File: src/rtl/nibble_add_seq_if.sv
// Requester <-> nibble_add_seq handshake bundle.
//   master : requester side (drives start/a/b[/sub], observes busy/done/sum/cout)
//   slave  : controller side
// Optional macro NIBBLE_ADD_SEQ_SUB_EN adds the 1-bit 'sub' request field.
interface nibble_add_seq_if #(
    parameter int unsigned NIBBLES = 2
);
    localparam int unsigned W = 4 * NIBBLES;

    logic         start;
    logic [W-1:0] a;
    logic [W-1:0] b;
`ifdef NIBBLE_ADD_SEQ_SUB_EN
    logic         sub;
`endif
    logic         busy;
    logic         done;
    logic [W-1:0] sum;
    logic         cout;

`ifdef NIBBLE_ADD_SEQ_SUB_EN
    modport master (output start, a, b, sub, input busy, done, sum, cout);
    modport slave  (input start, a, b, sub, output busy, done, sum, cout);
`else
    modport master (output start, a, b, input busy, done, sum, cout);
    modport slave  (input start, a, b, output busy, done, sum, cout);
`endif
endinterface

File: src/rtl/nibble_add_seq.sv
// Wide adder built from one shared 4-bit slice, LS nibble first, carry chained
// through a register between cycles. One result per NIBBLES+1 cycles.
// Ports:
//   clk  - rising-edge clock
//   rst  - synchronous active-high reset (aborts any operation, no done)
//   bus  - nibble_add_seq_if.slave: start/a/b[/sub] in, busy/done/sum/cout out
// Optional macro NIBBLE_ADD_SEQ_SUB_EN: 'sub' request loads ~b and carry-in 1,
// giving A - B mod 2^W with cout=1 meaning no borrow.
module nibble_add_seq #(
    parameter int unsigned NIBBLES = 2
) (
    input  logic                 clk,
    input  logic                 rst,
    nibble_add_seq_if.slave      bus
);
    localparam int unsigned W     = 4 * NIBBLES;
    localparam int unsigned IDX_W = (NIBBLES > 1) ? $clog2(NIBBLES) : 1;

    typedef enum logic {
        IDLE = 1'b0,
        RUN  = 1'b1
    } state_e;

    state_e           state_q, state_d;
    logic [W-1:0]     a_q, a_d;
    logic [W-1:0]     b_q, b_d;
    logic [W-1:0]     sum_q, sum_d;
    logic [IDX_W-1:0] idx_q, idx_d;
    logic             carry_q, carry_d;
    logic             busy_q, busy_d;
    logic             done_q, done_d;
    logic             cout_q, cout_d;

    logic [IDX_W+1:0] nib_off_c;
    logic [4:0]       nib_sum_c;
    logic             last_c;

    // Shared nibble slice: current nibble of A + B + chained carry.
    always_comb begin
        nib_off_c = {idx_q, 2'b00};
        nib_sum_c = 5'(a_q[nib_off_c +: 4]) + 5'(b_q[nib_off_c +: 4]) + 5'(carry_q);
        last_c    = (idx_q == IDX_W'(NIBBLES - 1));
    end

    // State register and datapath flops.
    always_ff @(posedge clk) begin
        if (rst) begin
            state_q <= IDLE;
            a_q     <= '0;
            b_q     <= '0;
            sum_q   <= '0;
            idx_q   <= '0;
            carry_q <= 1'b0;
            busy_q  <= 1'b0;
            done_q  <= 1'b0;
            cout_q  <= 1'b0;
        end else begin
            state_q <= state_d;
            a_q     <= a_d;
            b_q     <= b_d;
            sum_q   <= sum_d;
            idx_q   <= idx_d;
            carry_q <= carry_d;
            busy_q  <= busy_d;
            done_q  <= done_d;
            cout_q  <= cout_d;
        end
    end

    // Next-state and output logic.
    always_comb begin
        state_d = state_q;
        a_d     = a_q;
        b_d     = b_q;
        sum_d   = sum_q;
        idx_d   = idx_q;
        carry_d = carry_q;
        busy_d  = busy_q;
        done_d  = 1'b0;
        cout_d  = cout_q;

        unique case (state_q)
            IDLE: begin
                busy_d = 1'b0;
                if (bus.start) begin
                    a_d     = bus.a;
`ifdef NIBBLE_ADD_SEQ_SUB_EN
                    // Subtract as A + ~B + 1.
                    b_d     = bus.sub ? ~bus.b : bus.b;
                    carry_d = bus.sub;
`else
                    b_d     = bus.b;
                    carry_d = 1'b0;
`endif
                    idx_d   = '0;
                    busy_d  = 1'b1;
                    state_d = RUN;
                end
            end
            RUN: begin
                sum_d[nib_off_c +: 4] = nib_sum_c[3:0];
                carry_d               = nib_sum_c[4];
                if (last_c) begin
                    cout_d  = nib_sum_c[4];
                    done_d  = 1'b1;
                    busy_d  = 1'b0;
                    idx_d   = '0;
                    state_d = IDLE;
                end else begin
                    idx_d = idx_q + IDX_W'(1);
                end
            end
            default: state_d = IDLE;
        endcase
    end

    assign bus.busy = busy_q;
    assign bus.done = done_q;
    assign bus.sum  = sum_q;
    assign bus.cout = cout_q;

endmodule

File: src/flat_wrapper.sv
// flat-port wrapper written by rule: the top's interface ports become plain ports
module nibble_add_seq_flat 
#(
    parameter int unsigned NIBBLES = 2
)
  (clk, rst, bus_start, bus_a, bus_b, bus_busy, bus_done, bus_sum, bus_cout);
  nibble_add_seq_if #(.NIBBLES(NIBBLES)) bus_i ();
  input  logic clk;
  input  logic rst;
  input wire logic [$bits(bus_i.start)-1:0] bus_start;
  input wire logic [$bits(bus_i.a)-1:0] bus_a;
  input wire logic [$bits(bus_i.b)-1:0] bus_b;
  output wire logic [$bits(bus_i.busy)-1:0] bus_busy;
  output wire logic [$bits(bus_i.done)-1:0] bus_done;
  output wire logic [$bits(bus_i.sum)-1:0] bus_sum;
  output wire logic [$bits(bus_i.cout)-1:0] bus_cout;
  assign bus_i.start = bus_start;
  assign bus_i.a = bus_a;
  assign bus_i.b = bus_b;
  assign bus_busy = bus_i.busy;
  assign bus_done = bus_i.done;
  assign bus_sum = bus_i.sum;
  assign bus_cout = bus_i.cout;
  nibble_add_seq #(.NIBBLES(NIBBLES)) u_core (.clk(clk), .rst(rst), .bus(bus_i));
endmodule
File: config.mk
export PLATFORM = sky130hd
export DESIGN_NAME = nibble_add_seq_flat
export DESIGN_NICKNAME = d
export VERILOG_FILES = /design/src/rtl/nibble_add_seq_if.sv /design/src/rtl/nibble_add_seq.sv /design/src/flat_wrapper.sv
export SDC_FILE = /design/constraint.sdc
export NUM_CORES = 1
export LEC_CHECK = 0
export ABC_AREA = 1
export ABC_CLOCK_PERIOD_IN_PS = 1810
export CAP_MARGIN = 30
export CORE_UTILIZATION = 44
export CTS_CLUSTER_SIZE = 28
export DETAILED_ROUTE_END_ITERATION = 16
export MAX_ROUTING_LAYER = met4
export PLACE_DENSITY = 0.8
export SYNTH_ARGS = -nofsm -noshare
export SYNTH_HDL_FRONTEND = slang
export SYNTH_SLANG_ARGS = --single-unit
export TNS_END_PERCENT = 50
File: constraint.sdc
create_clock -name clk -period 1.81 [get_ports clk]
set_input_delay 0.362 -clock clk [delete_from_list [all_inputs] [get_ports clk]]
set_output_delay 0.362 -clock clk [all_outputs]
set_load 0.03 [all_outputs]
# == Yosys cells after proc, flatten, opt, wreduce, memory -nomap -nowiden ==
# Index checks and enable logic that the tools add are counted.
# totals
ff_bits,30
inputBits,19
out_inout_bits,11
wordCells,34
# classes
add_sub_neg,4
eq_ne,2
n_shift,4
n_mux,11
bitwise_logic,1
reduce_logical,3
# ops
cell,n
8-bit by 4-bit indexed part select with 4-bit output,2
8-bit bitwise mux,1
1-bit case mux with 2 select lines,4
4-bit by 5-bit variable shift with 8-bit output (first input constant),1
4-bit by 5-bit indexed part select with 8-bit output,1
1-bit two-way mux,6
4-bit by 4-bit adder with 5-bit output,1
5-bit by 1-bit adder with 5-bit output,1
3-bit negator with 5-bit output,1
2-bit != test (second input constant),2
2-bit AND reduction,2
2-bit OR reduction,1
1-bit adder (second input constant),1
1-bit NOT,1

# == Logic depth before layout (Yosys ltp) ==
# logic_depth
depth_word,5
mapped_depth,10
ltp_nobuf,10

# == Least setup slack after synthesis ==
# OpenSTA, ideal clock, no wires.
# synth_timing
path_kind,register -> register
startpoint,register u_core.idx_q
endpoint,register u_core.sum_q[6] (netlist: u_core.bus.sum[6])
setup_ps,87
arrival_ps,1779
required_time_ps,1723
setup_slack_ps,-56
stages_incl_launch_ff,8
n_path_buf,0
period_less_slack_ps,1866
path_cell_list,dfxtp_1 inv_1 nand2_1 nand2_1 fa_1 fa_1 xnor2_1 o31ai_1
# synth_between
elab_chain_len,5
word_cells_on_any_way,8
cone_classes,add/sub: 3; shift: 4; mux: 1
# synth_rtl
item,line,text
"start, declared",nibble_add_seq.sv:28,"logic [IDX_W-1:0] idx_q, idx_d;"
"start signal, assigned",nibble_add_seq.sv:62,idx_q <= idx_d;
8-bit by 4-bit indexed part select with 4-bit output,nibble_add_seq.sv:41,nib_sum_c = 5'(a_q[nib_off_c +: 4]) + 5'(b_q[nib_off_c +: 4]) + 5'(carry_q);
4-bit by 4-bit adder with 5-bit output,nibble_add_seq.sv:41,
5-bit by 1-bit adder with 5-bit output,nibble_add_seq.sv:41,
4-bit by 5-bit indexed part select with 8-bit output,nibble_add_seq.sv:101,sum_d[nib_off_c +: 4] = nib_sum_c[3:0];
8-bit bitwise mux *,nibble_add_seq.sv:101,
"end signal, assigned",nibble_add_seq.sv:61,sum_q <= sum_d;
"end, declared",nibble_add_seq.sv:27,"logic [W-1:0] sum_q, sum_d;"
# Mark *: on every way between the ends. The rest lies on a longest branch, timed or not.
# A chain may end at the register's enable or synchronous reset.

# == Worst setup path in the final report ==
# Ends and elaborated chain as after synthesis.

==> metrics list <==
- The run finished with clean final reports.
- Later-pin clock latency in the skew report: 0.32 ns
- For met1 alone, demand over resource in global routing was 20.3%.
- Ys Warns: 0
- Unique masters post-synth: 20
* Die outline area: 3150 sq um
* Mapped Area: 1290 sq um
- The routed layout has 1170 vias.
- Clock input transition at the sequential cells of the worst setup and hold paths: 0.08 ns
- Number of diodes: 0
- For this design, the CTS-stage hold fixing added 0 buffers.
- Worst-margin pin slew: 0.351 ns
- In this run, placement finished with an instance count of 227.
- Clock root buffer: clkbuf_4
- In this run the tool buffered the top-level ports with 29 buffer cells.
- Share of async-settable or async-resettable flops after synthesis: 0%
- Max-cap violations in this run came to 0.
- Dividing total power by cell area gives a power density of 834 nW/um^2.
- Clock skew: 0.00874 ns
- STA puts the critical path data arrival time at 2.00 ns.
- Traced cell by cell, the critical path runs through inv_2 > nand2_1 > nand2_2 > fa_2 > fa_2 > xnor2_2 > o31ai_1.
* Critical path class: reg -> reg
- Overall routing resource usage: 18.8%
* Remaining global-route overflow: 0
- Hold path start: u_core.b_q[2]$_SDFFE_PP0P_
- Fraction of synthesized area in multiplexers: 0%
- Critical Path Start: u_core.idx_q$_SDFFE_PP0P_
* Sequential cell area fraction in the yosys report: 46.6%
* Initial standard-cell utilization of the core: 46.8%
- STA classifies the critical path endpoint as a flop.
- In this run, synthesis inferred 0 flip-flops with an integrated enable.
- Floorplan die height: 56.1 um
- Portion of the clock cycle consumed by the worst path in the final layout: 97.6%
* Crit Reg-Reg Startpoint: u_core.idx_q$_SDFFE_PP0P_
* Share of layout cells above drive strength 1: 12.7%
* I/O pins: 30
- Dominant cell type by area after synthesis: dfxtp_1
* Clock buffer count from CTS: 5
- STA puts the critical path data required time at 2.05 ns.
- Clk sinks: 30
- Simple-Gate Fraction of Synth Area: 28.9%
- After technology mapping, the gate count stands at 169.
* Static leakage: 0.727 nW
- Once detailed placement completed, the half-perimeter wirelength came to 1.93 mm.
- Number of levels in the clock H-tree: 2
- IR drop worst, VDD: 0.000654 V
- The final hold violation count came to 0.
- TritonCTS built the clock tree.
* X dimension of the die: 56.1 um
* Remaining max-slew budget at the tightest pin: 76.6%
* Max incr delay on CP: 0.41 ns
- CP max-delay cell: fa_2
- Count of state elements after synthesis: 30
* Clock Path Buffers: 2
- Dividing the detail-routed wire length by the instance count gives 11.1 um.
- Most used flip-flop cell after synthesis: dfxtp_1
- Post-layout minimum cycle time: 1.77 ns
- In this run the most used layer during global routing was met2.
- Startpoint class of the critical path: flop
* Largest family of logic cells by synthesized area: simple AND/OR/NAND/NOR gates
* Global routing usage on met3: 4.65%
* Cell family contributing the most delay on the critical path: adder cells
- Summing the areas of all fa, ha and maj instances in the mapped netlist gives 6.01% of the synthesized area.
- The floorplan has 19 rows.
- Worst min-delay path category: reg -> reg
* Leading post-synthesis cells by cell area: dfxtp_1, nor2_1, nand2_1
* Number of DRC violations after detailed routing: 0
- Post-route ant nets: 0
- In the final design database the tool counted 228 nets.
- Minimum setup slack in the final design: 0.0437 ns
* Fmax achieved: 566 MHz
- Counting stages on the worst path, the most repeated cell is fa_2.
- After detailed routing, the number of vias per cell comes to 4.98.
* First-pass GRT wire length: 4.44 mm
* Core area: 2760 sq um
- Drt first pass iters: 4
- Mapped Nets: 193
- The synthesized netlist devotes 11.8% of its cell area to compound gates.
- Endpoints failing setup: 0
- Final instance area: 1690 sq um
* Antenna violations before repair: 0
- Post-Synth XOR/XNOR Area: 0.679%
* Met2 Use GR: 30.8%
* Total placed instance area: 1610 sq um
- Synthesis-to-layout area growth: 30.7%
* Vias in the first global route: 1114
- Mean cell area of the mapped netlist: 7.63 sq um
- The number of buffers and inverters on the critical path is 1.
- Entering global routing, the biggest net connects 26 pins.
* Max Transition Viols Final: 0
- Max FO, Critical Path: 6
* Iteration-0 DRC count of the detailed router: 16
* Detailed Route WL: 2.60 mm
- For this run, the number of standard cells in the final layout without fillers is 235.
- Summed over its instances, the top area cell type makes up 46.6% of the synthesized netlist area.
- Weighted congestion reported at the end of routability-driven placement: 0.870
- Worst setup slack before clock tree synthesis: -0.0141 ns
[cells in the final DEF, fill, tap and decap left out]
master	n
o21ai_0	6
dfxtp_1	29
clkbuf_4	5
nand2_1	34
nand3_1	9
a21oi_1	7
o21ai_1	16
buf_4	4
nand2_8	1
nand3_2	1
clkbuf_1	2
ha_1	3
o31ai_1	1
inv_2	5
dfxtp_4	1
xnor2_2	1
inv_1	5
nand2_2	3
inv_4	1
fa_2	2
nor2_1	37
clkdlybuf4s50_1	29
nor2_4	2
[cells by family (layout without fill, tap and decap cells)]
kind of cell               Yosys count  count (layout)
buffers and inverters               16              51
adders and majority gates            5               5
AOI/OAI and AO/OA                   30              30
DFF                                 30              30
and+or+nand+nor                     87              87
xor gates and xnor gates             1               1
[per-stage QoR]
step                util [%]  hold slack [ns]  setup TNS (ns)  total power [mW]
floorplan                  -            0.424               0             0.947
global placement        58.4            0.436               0              1.04
detailed placement      58.4            0.442         -0.0186              1.06
CTS                     60.2            0.454               0              1.40
global route            61.2            0.475         -0.0565              1.49
finish                  61.2            0.453               0              1.41
[area by class of cell]
class / instances / area (sq um)
clock buffer: 7 / 45.0
fill: 260 / 1070
inverter: 11 / 43.8
multi-input combinational: 123 / 634
sequential: 30 / 604
tap: 31 / 38.8
timing repair buffer: 33 / 320
[power breakdown]
part / leakage, nW / switching, mW / internal, mW
Clock: 0.0254 / 0.206 / 0.146
Sequential: 0.248 / 0.0281 / 0.708
Combinational: 0.454 / 0.177 / 0.141
[layer usage]
layer / share of wire [%] / routed length, um / up-vias
li1: - / - / 612
met1: 43 / 1110 / 519
met2: 50 / 1300 / 31
met3: 4.8 / 125 / 8
met4: 2.5 / 65 / 0
met5: 0 / 0 / -
[synth_stat cells (2+ instances only)]
| library cell | count |
|---|---|
| a21oi_1 | 7 |
| buf_2 | 3 |
| dfxtp_1 | 30 |
| fa_1 | 2 |
| ha_1 | 3 |
| inv_1 | 6 |
| inv_2 | 4 |
| nand2_1 | 36 |
| nand3_1 | 10 |
| nor2_1 | 37 |
| nor2_4 | 2 |
| o21ai_0 | 6 |
| o21ai_1 | 16 |
[worst register-to-register path: stages, from the launching register on]
cell     delay (ns)
dfxtp_4        0.38
inv_2          0.05
nand2_1        0.08
nand2_2        0.07
fa_2           0.38
fa_2           0.41
xnor2_2        0.16
o31ai_1        0.18
[state kept, by name (all words and copies together) (netlist names)]
name             flops
u_core.bus.done      1
u_core.b_q           8
u_core.bus.cout      1
u_core.carry_q       1
u_core.a_q           8
u_core.bus.sum       8
u_core.state_q       1
u_core.idx_q         1
u_core.bus.busy      1
[worst paths after layout]
path / end / slack, ns / depth (start not counted)
hold / removal: u_core.b_q[2]$_SDFFE_PP0P_ / 0.45 / 2
setup / recovery: u_core.bus.sum[6]$_SDFFE_PP0P_ / 0.04 / 7
setup reg to reg: u_core.bus.sum[6]$_SDFFE_PP0P_ / 0.04 / 7
hold reg to reg: u_core.b_q[2]$_SDFFE_PP0P_ / 0.45 / 2
[repair_timing]
item	in CTS	in global routing
buffers inserted	0	1
gates cloned	0	0
pin swaps	0	2
gates resized for setup	1	6
endpoints found under the setup margin	2	6
Power figures use the tool's default switching activity.
